[config.mk]
export PLATFORM = sky130hd
export DESIGN_NAME = fsm_fg_pulse_gen
export DESIGN_NICKNAME = d
export VERILOG_FILES = /design/src/rtl/fsm_fg_pulse_gen.sv
export SDC_FILE = /design/constraint.sdc
export NUM_CORES = 1
export LEC_CHECK = 0
export BUFFER_PORTS_ARGS = -buffer_cell sky130_fd_sc_hd__buf_2
export CAP_MARGIN = 20
export CORE_MARGIN = 3
export CORE_UTILIZATION = 30
export CTS_BUF_LIST = sky130_fd_sc_hd__clkbuf_4 sky130_fd_sc_hd__clkbuf_8
export CTS_CLUSTER_DIAMETER = 30
export DETAILED_ROUTE_END_ITERATION = 16
export REMOVE_ABC_BUFFERS = 1
export SYNTH_ARGS = -nofsm -noshare
export SYNTH_HDL_FRONTEND = slang
export SYNTH_SLANG_ARGS = --single-unit
export TNS_END_PERCENT = 5
[constraint.sdc]
create_clock -name clock -period 4.9 [get_ports clock]
set_input_delay 0.49 -clock clock [delete_from_list [all_inputs] [get_ports clock]]
set_output_delay 0.49 -clock clock [all_outputs]
set_load 0.03 [all_outputs]
[src/rtl/fsm_fg_pulse_gen.sv]
// Frame-grabber opto pulse generator: emits a programmable train of fg_signal pulses
// (width, period, count) and reports busy, done and the number of completed pulses.
module fsm_fg_pulse_gen #(
  parameter int CNT_W = 32
) (
  input  logic             clock,
  input  logic             reset_n,
  input  logic             start,
  input  logic             stop,
  input  logic [CNT_W-1:0] pulse_width,
  input  logic [CNT_W-1:0] pulse_period,
  input  logic [CNT_W-1:0] pulse_count,
  output logic             fg_signal,
  output logic             busy,
  output logic             done,
  output logic [CNT_W-1:0] pulses_sent
);

  typedef enum logic [1:0] {
    ST_IDLE = 2'd0,
    ST_HIGH = 2'd1,
    ST_LOW  = 2'd2,
    ST_DONE = 2'd3
  } state_t;

  localparam logic [CNT_W-1:0] ZERO     = {CNT_W{1'b0}};
  localparam logic [CNT_W-1:0] ONE      = {{(CNT_W-1){1'b0}}, 1'b1};
  localparam logic [CNT_W-1:0] ALL_ONES = {CNT_W{1'b1}};

  state_t           state_r, state_nxt_s;
  logic [CNT_W-1:0] cnt_r, cnt_nxt_s;
  logic [CNT_W-1:0] w_r, w_nxt_s;
  logic [CNT_W-1:0] low_r, low_nxt_s;
  logic [CNT_W-1:0] n_r, n_nxt_s;
  logic [CNT_W-1:0] pulses_r, pulses_nxt_s;
  logic [CNT_W-1:0] w_clamp_s, low_clamp_s;
  logic             fg_r, busy_r, done_r;

  // Clamp the requested shape so every pulse has at least one high and one low cycle;
  // the low time is stored directly, avoiding an overflow on W+1 when W is all-ones.
  always_comb begin
    w_clamp_s   = (pulse_width == ZERO) ? ONE : pulse_width;
    low_clamp_s = (pulse_period <= w_clamp_s) ? ONE : (pulse_period - w_clamp_s);
  end

  // Next-state and next-counter logic for the pulse train.
  always_comb begin
    state_nxt_s  = state_r;
    cnt_nxt_s    = cnt_r;
    w_nxt_s      = w_r;
    low_nxt_s    = low_r;
    n_nxt_s      = n_r;
    pulses_nxt_s = pulses_r;
    case (state_r)
      ST_IDLE: begin
        if (start && !stop) begin
          state_nxt_s  = ST_HIGH;
          cnt_nxt_s    = ZERO;
          pulses_nxt_s = ZERO;
          w_nxt_s      = w_clamp_s;
          low_nxt_s    = low_clamp_s;
          n_nxt_s      = pulse_count;
        end else begin
          state_nxt_s = ST_IDLE;
        end
      end
      ST_HIGH: begin
        if (stop) begin
          state_nxt_s = ST_IDLE;
          cnt_nxt_s   = ZERO;
        end else if (cnt_r == (w_r - ONE)) begin
          state_nxt_s  = ST_LOW;
          cnt_nxt_s    = ZERO;
          pulses_nxt_s = (pulses_r == ALL_ONES) ? pulses_r : (pulses_r + ONE);
        end else begin
          cnt_nxt_s = cnt_r + ONE;
        end
      end
      ST_LOW: begin
        if (stop) begin
          state_nxt_s = ST_IDLE;
          cnt_nxt_s   = ZERO;
        end else if (cnt_r == (low_r - ONE)) begin
          cnt_nxt_s = ZERO;
          if ((n_r != ZERO) && (pulses_r == n_r)) begin
            state_nxt_s = ST_DONE;
          end else begin
            state_nxt_s = ST_HIGH;
          end
        end else begin
          cnt_nxt_s = cnt_r + ONE;
        end
      end
      ST_DONE: begin
        state_nxt_s = ST_IDLE;
      end
      default: begin
        state_nxt_s = ST_IDLE;
        cnt_nxt_s   = ZERO;
      end
    endcase
  end

  // State, configuration and counter registers.
  always_ff @(posedge clock or negedge reset_n) begin
    if (!reset_n) begin
      state_r  <= ST_IDLE;
      cnt_r    <= ZERO;
      w_r      <= ONE;
      low_r    <= ONE;
      n_r      <= ZERO;
      pulses_r <= ZERO;
    end else begin
      state_r  <= state_nxt_s;
      cnt_r    <= cnt_nxt_s;
      w_r      <= w_nxt_s;
      low_r    <= low_nxt_s;
      n_r      <= n_nxt_s;
      pulses_r <= pulses_nxt_s;
    end
  end

  // Outputs are registered from the next state so they line up with the state itself.
  always_ff @(posedge clock or negedge reset_n) begin
    if (!reset_n) begin
      fg_r   <= 1'b0;
      busy_r <= 1'b0;
      done_r <= 1'b0;
    end else begin
      fg_r   <= (state_nxt_s == ST_HIGH);
      busy_r <= (state_nxt_s == ST_HIGH) || (state_nxt_s == ST_LOW);
      done_r <= (state_nxt_s == ST_DONE);
    end
  end

  assign fg_signal   = fg_r;
  assign busy        = busy_r;
  assign done        = done_r;
  assign pulses_sent = pulses_r;

endmodule
== After elaboration in Yosys (flattened, before gate mapping) ==
Index checks and enable logic that the tools add are counted.
Widths: inputs -> output; s select.
Word-level totals
  logic and storage cells: 60
  input port bits: 100
  output and inout bits: 35
  bits in registers: 165
Operators by class
  reduce and logical (&&, ||, !) cells: 12
  magnitude comparators: 1
  equality and inequality tests: 14
  multiplexer cells: 19
  add/subtract/negate cells: 5
Operator list (count)
  $mux 32: 10
  $eq 32x32->1: 3
  $pmux 32 s3: 1
  $add 32x1->32 const B: 2
  $pmux 32 s2: 1
  $sub 32x1->32 const B: 2
  $eq 32x32->1 const B: 1
  $le 32x32->1: 1
  $logic_not 32->1: 1
  $reduce_bool 32->1: 1
  $sub 32x32->32: 1
  $mux 2: 5
  $eq 2x2->1 const B: 4
  $ne 2x2->1 const B: 4
  $pmux 2 s4: 1
  $reduce_and 5->1: 1
  $eq 2x1->1 const B: 2
  $reduce_and 2->1: 2
  $reduce_bool 3->1: 1
  $logic_and 1x1->1: 2
  $logic_not 2->1: 1
  $reduce_bool 2->1: 1
  $logic_not 1->1: 1
  $logic_or 1x1->1: 1
  $mux 1: 1

== Longest topological paths before layout ==
  word-level depth: 8
  mapped depth: 16
  gate-level depth less buffers: 16

== Least setup slack after synthesis ==
OpenSTA, ideal clock, no wires.
  kind: input to register
  start: in pulse_width[25]
  end: reg low_r[30]
  library setup time: 122 ps
  path slack: 1054 ps
  path buffers: 0
  arrival time: 3725 ps
  required time: 4778 ps
  cell stages on the path: 16
  cell sequence: nor4_1 -> nand4_1 -> o21bai_1 -> ha_1 -> inv_1 -> fa_1 -> a21o_1 -> a21oi_1 -> o21ai_0 -> a21oi_1 -> o31ai_1 -> a21o_1 -> a31o_2 -> o311a_1 -> or3_1 -> a32o_1
Between the ends
  cells in the longest elaborated chain, start to end: 4
  elaborated cells on any way between the ends: 5
  classes of those cells: add/sub: 1; order compare: 1; mux: 2; reduce/logical: 1
RTL lines
  start: declaration: line 10  | input logic [CNT_W-1:0] pulse_width,
  $logic_not 32->1 (*): line 42  | w_clamp_s = (pulse_width == ZERO) ? ONE : pulse_width;
  $mux 32 (*): line 42
  net w_clamp_s[0]: line 36  | logic [CNT_W-1:0] w_clamp_s, low_clamp_s;
  $sub 32x32->32 or $le 32x32->1 (tied branches): line 43  | low_clamp_s = (pulse_period <= w_clamp_s) ? ONE : (pulse_period - w_clamp_s);
  $mux 32 (*): line 43
  end signal: assignment: line 117  | low_r <= low_nxt_s;
  end: declaration: line 33  | logic [CNT_W-1:0] low_r, low_nxt_s;
The timed path passes the listed nets; every way through them passes the cells marked *.
A chain may end at the register's enable or synchronous reset.

== Worst setup path after layout ==
  start: reg w_r[4]
  end: reg busy_r (netlist: busy)
Between the ends
  cells in the longest elaborated chain, start to end: 7
  elaborated cells on any way between the ends: 8
  classes of those cells: add/sub: 1; eq/ne: 3; mux: 3; reduce/logical: 1
RTL lines
  start: declaration: line 32  | logic [CNT_W-1:0] w_r, w_nxt_s;
  start signal: assignment: line 116  | w_r <= w_nxt_s;
  $sub 32x1->32 (*): line 71  | end else if (cnt_r == (w_r - ONE)) begin
  $eq 32x32->1 (*): line 71
  $mux 2 (*): line 71
  $mux 2 (*): line 68  | if (stop) begin
  $pmux 2 s4 (*): line 54  | case (state_r)
  $eq 2x1->1 or $eq 2x2->1 (tied branches): line 131  | busy_r <= (state_nxt_s == ST_HIGH) || (state_nxt_s == ST_LOW);
  $logic_or 1x1->1 (*): line 131
  end signal: assignment: line 131
  end: declaration: line 37  | logic fg_r, busy_r, done_r;
Mark *: on every way between the ends. The rest lies on a longest branch, timed or not.

==> flow_summary.yaml <==
logic_synthesis:
  synth_flop_cell: "sky130_fd_sc_hd__dfrtp_1"
  postSynth.asyncResetShare: 1.00
  postSynthCellCount: 1377
  synth.ff_latch_count: 165
  synth-edff-count: 0
  synth-seq-area-share: 0.347
  post_synth_num_cell_types: 75
  synth.cell_area_sq_um: 11900
  synth_warn: 0
  postSynthAreaPerCell_sq_um: 8.64
clocking:
  clock_tree_from_tritoncts: "yes"
  cts.sink_count: 165
  cts-resized-gates: 0
  htree_levels: 4
  clk_transition_reported_paths_ps: 90
  cts-root-buf: "sky130_fd_sc_hd__clkbuf_8"
  tritoncts_buffers: 17
  clockBufferDepth: 2
  post-cts-setup-buffer-count: 0
  clkLatencyLatePin_ps: 470
  hold_buffers: 0
critical_path:
  r2r-end: "busy"
  regToRegSetupSlack_ps: 530
  worst-endpoint-required_ps: 5270
  reg2reg_depth: 13
  endpoint_kind: "flop"
  endpoint: "busy"
  worst_reg2reg_startpoint: "w_r[4]"
  launching_element_of_the_worst_setup_path: "w_r[4]"
  worst-path-max-fanout: 9
  timing.critical_path.arrival_ps: 4750
  critical_path.startpoint_type: "flop"
  setup.worst_path.class: "reg -> reg"
routing:
  drt_drc_violations_left: 0
  ant_nets: 0
  drt_first_pass_iters: 5
  routed_wire_length_per_instance_microns: 16.6
  drt_iter0_drc: 774
  detailroute.via_count: 10599
  post_drt_via_cell_ratio: 5.29
  wirelength_microns: 33300
power:
  power.sequential.fraction: 0.449
  p_sw_frac: 0.361
  leakagePower_nw: 6.10
  vdd_drop_max_mv: 0.126
  switching_power_mw: 1.39
  cell_internal_pwr_mw: 2.46
  power.share.combinational: 0.283
  p_clk_frac: 0.268
  cellPowerDensity_nw_per_um2: 285
cells_and_area:
  finalInstanceArea_sq_um: 13500
  area.growth.synth_to_final_pct: 13.4
  leading_cell_types_in_the_layout_fill_and_taps_excluded: "sky130_fd_sc_hd__dfrtp_1 (163), sky130_fd_sc_hd__buf_2 (133), sky130_fd_sc_hd__nand2_1 (128), sky130_fd_sc_hd__o21ai_0 (92), sky130_fd_sc_hd__xor2_1 (79)"
  mostFrequentLayoutCell: "sky130_fd_sc_hd__dfrtp_1"
  final_net_count: 1615
  final.fill_count: 4069
  post_route_cells_drive_above_1_share: 0.168
global_route:
  global_route.overflow_total: 0
  grt_antenna_before_repair: 0
  global_route.usage.total: 0.157
  number_of_global_route_vias_before_repair: 10193
  grt_pass1_wl_microns: 52900
  pin_count_of_the_biggest_net_entering_global_routing: 82
floorplanning:
  ios: 135
  floorplan.initialDensity: 0.306
  core-area_sq_um: 38900
  dieHeight_microns: 205
  die_w_microns: 205
  num_rows: 72
  die_area_sq_um: 42100
timing:
  clock_skew_ps: 13.5
  timing_hold_violations_final: 0
  final.setup.tns_ps: 0
  final-max-slew-violation-count: 0
  maxClockFrequency_mhz: 229
  rsz0062_at_grt: "no"
  setup_viol: 0
  max_slew_margin: 0.344
  final.period_utilization: 0.893
  worst-slew-pin-transition_ps: 978
  finalCriticalPeriod_ps: 4370
placed_design:
  placement.cell_area_sq_um: 13100
  io_buf_count: 134
  dp_hpwl_microns: 25800
  gp_congestion: 0.927
status:
  status: "completed"
hold_path:
  worst_min_delay_path_class: "in -> async"
run:
  max_cap_violations: 0
-- area by class of cell --
cell class,instances,area [sq um],area share
Antenna cell,1,2.50,0.000186
Clock buffer,19,249,0.0185
Clock inverter,13,148,0.0109
Inverter,65,244,0.0181
Multi-Input combinational cell,1066,7210,0.534
Sequential cell,165,4130,0.306
Tap cell,518,648,0.0481
Timing Repair Buffer,156,855,0.0634
-- worst min-delay path by stage --
stage	from	endpoint	slack (ps)	cells past startpoint
2_1_floorplan	reset_n	busy	190	0
3_3_place_gp	w_r[31]	w_r[31]	500	2
3_5_place_dp	w_r[31]	w_r[31]	500	2
4_1_cts	reset_n	pulses_sent[9]	20	1
5_1_grt	reset_n	n_r[5]	50	1
6_report	reset_n	n_r[4]	30	1
-- per-stage QoR --
step | utilization | setup slack (ps) | hold slack (ps) | power [mW] | std cells
after floorplan | - | -61.6 | 194 | 2.47 | 1296
after global placement | 0.336 | 403 | 498 | 2.81 | 1970
after detailed placement | 0.336 | 337 | 502 | 2.83 | 1970
after CTS | 0.346 | 625 | 15.5 | 3.88 | 2002
after global routing | 0.346 | 339 | 52.0 | 4.08 | 2002
final | 0.346 | 526 | 26.4 | 3.84 | 2003
-- Yosys cell counts (33+ instances only) --
cell type | count | area [sq um]
sky130_fd_sc_hd__nor3_1 | 33 | 165
sky130_fd_sc_hd__xor2_1 | 79 | 692
sky130_fd_sc_hd__clkbuf_1 | 65 | 244
sky130_fd_sc_hd__xnor2_1 | 73 | 639
sky130_fd_sc_hd__nor4_1 | 49 | 307
sky130_fd_sc_hd__a21oi_1 | 71 | 355
sky130_fd_sc_hd__mux2_2 | 38 | 428
sky130_fd_sc_hd__nor2_1 | 64 | 240
sky130_fd_sc_hd__o21ai_0 | 92 | 460
sky130_fd_sc_hd__inv_1 | 65 | 244
sky130_fd_sc_hd__ha_1 | 43 | 538
sky130_fd_sc_hd__a31oi_1 | 37 | 231
sky130_fd_sc_hd__nand3_1 | 35 | 175
sky130_fd_sc_hd__nand2_1 | 128 | 480
sky130_fd_sc_hd__dfrtp_1 | 163 | 4080
-- state kept, by name, summed over array words and instances, names as in the netlist --
register,count
fg_signal,1
n_r,32
cnt_r,32
busy,1
low_r,32
state_r,2
done,1
w_r,32
pulses_sent,32
-- critical path: stages (launching register included) --
cell                        delay (ps)
sky130_fd_sc_hd__dfrtp_1           480
sky130_fd_sc_hd__nor4_2            640
sky130_fd_sc_hd__nand4_1           390
sky130_fd_sc_hd__nor4_2            370
sky130_fd_sc_hd__xnor2_1           130
sky130_fd_sc_hd__nor4_1            310
sky130_fd_sc_hd__o211ai_1          140
sky130_fd_sc_hd__a211o_1           250
sky130_fd_sc_hd__a2111oi_0         600
sky130_fd_sc_hd__buf_4             230
sky130_fd_sc_hd__a22oi_1           100
sky130_fd_sc_hd__a211o_1           330
sky130_fd_sc_hd__ha_1              270
sky130_fd_sc_hd__inv_1              30
-- routing by layer --
metal	up-vias	part of all wire	global-route usage
li1	5203	-	-
met1	5058	0.47	0.213
met2	285	0.46	0.258
met3	53	0.048	0.0245
met4	0	0.022	0.0459
met5	-	0	0
-- power groups by stage --
stage / Combinational, mW / Clock, mW / Sequential, mW
CTS: 1.09 / 1.07 / 1.72
global route: 1.21 / 1.12 / 1.75
finish: 1.09 / 1.03 / 1.72
floorplan: 0.788 / 0 / 1.68
detailed placement: 1.08 / 0 / 1.75
global placement: 1.06 / 0 / 1.74
-- kinds of logic (layout without fill, tap and decap cells) --
logic type               count (synthesis)  in the layout  synth area share
AND/OR/NAND/NOR                        495            495             0.225
adder cells (fa/ha/maj)                 44             44            0.0469
AO/OA/AOI/OAI                          327            327             0.175
multiplexers                            47             47            0.0435
XOR/XNOR                               153            153             0.114
buffers and inverters                  146            253            0.0482
other                                    0              1                 0
flip-flops                             165            165             0.347
Power figures use the tool's default switching activity.
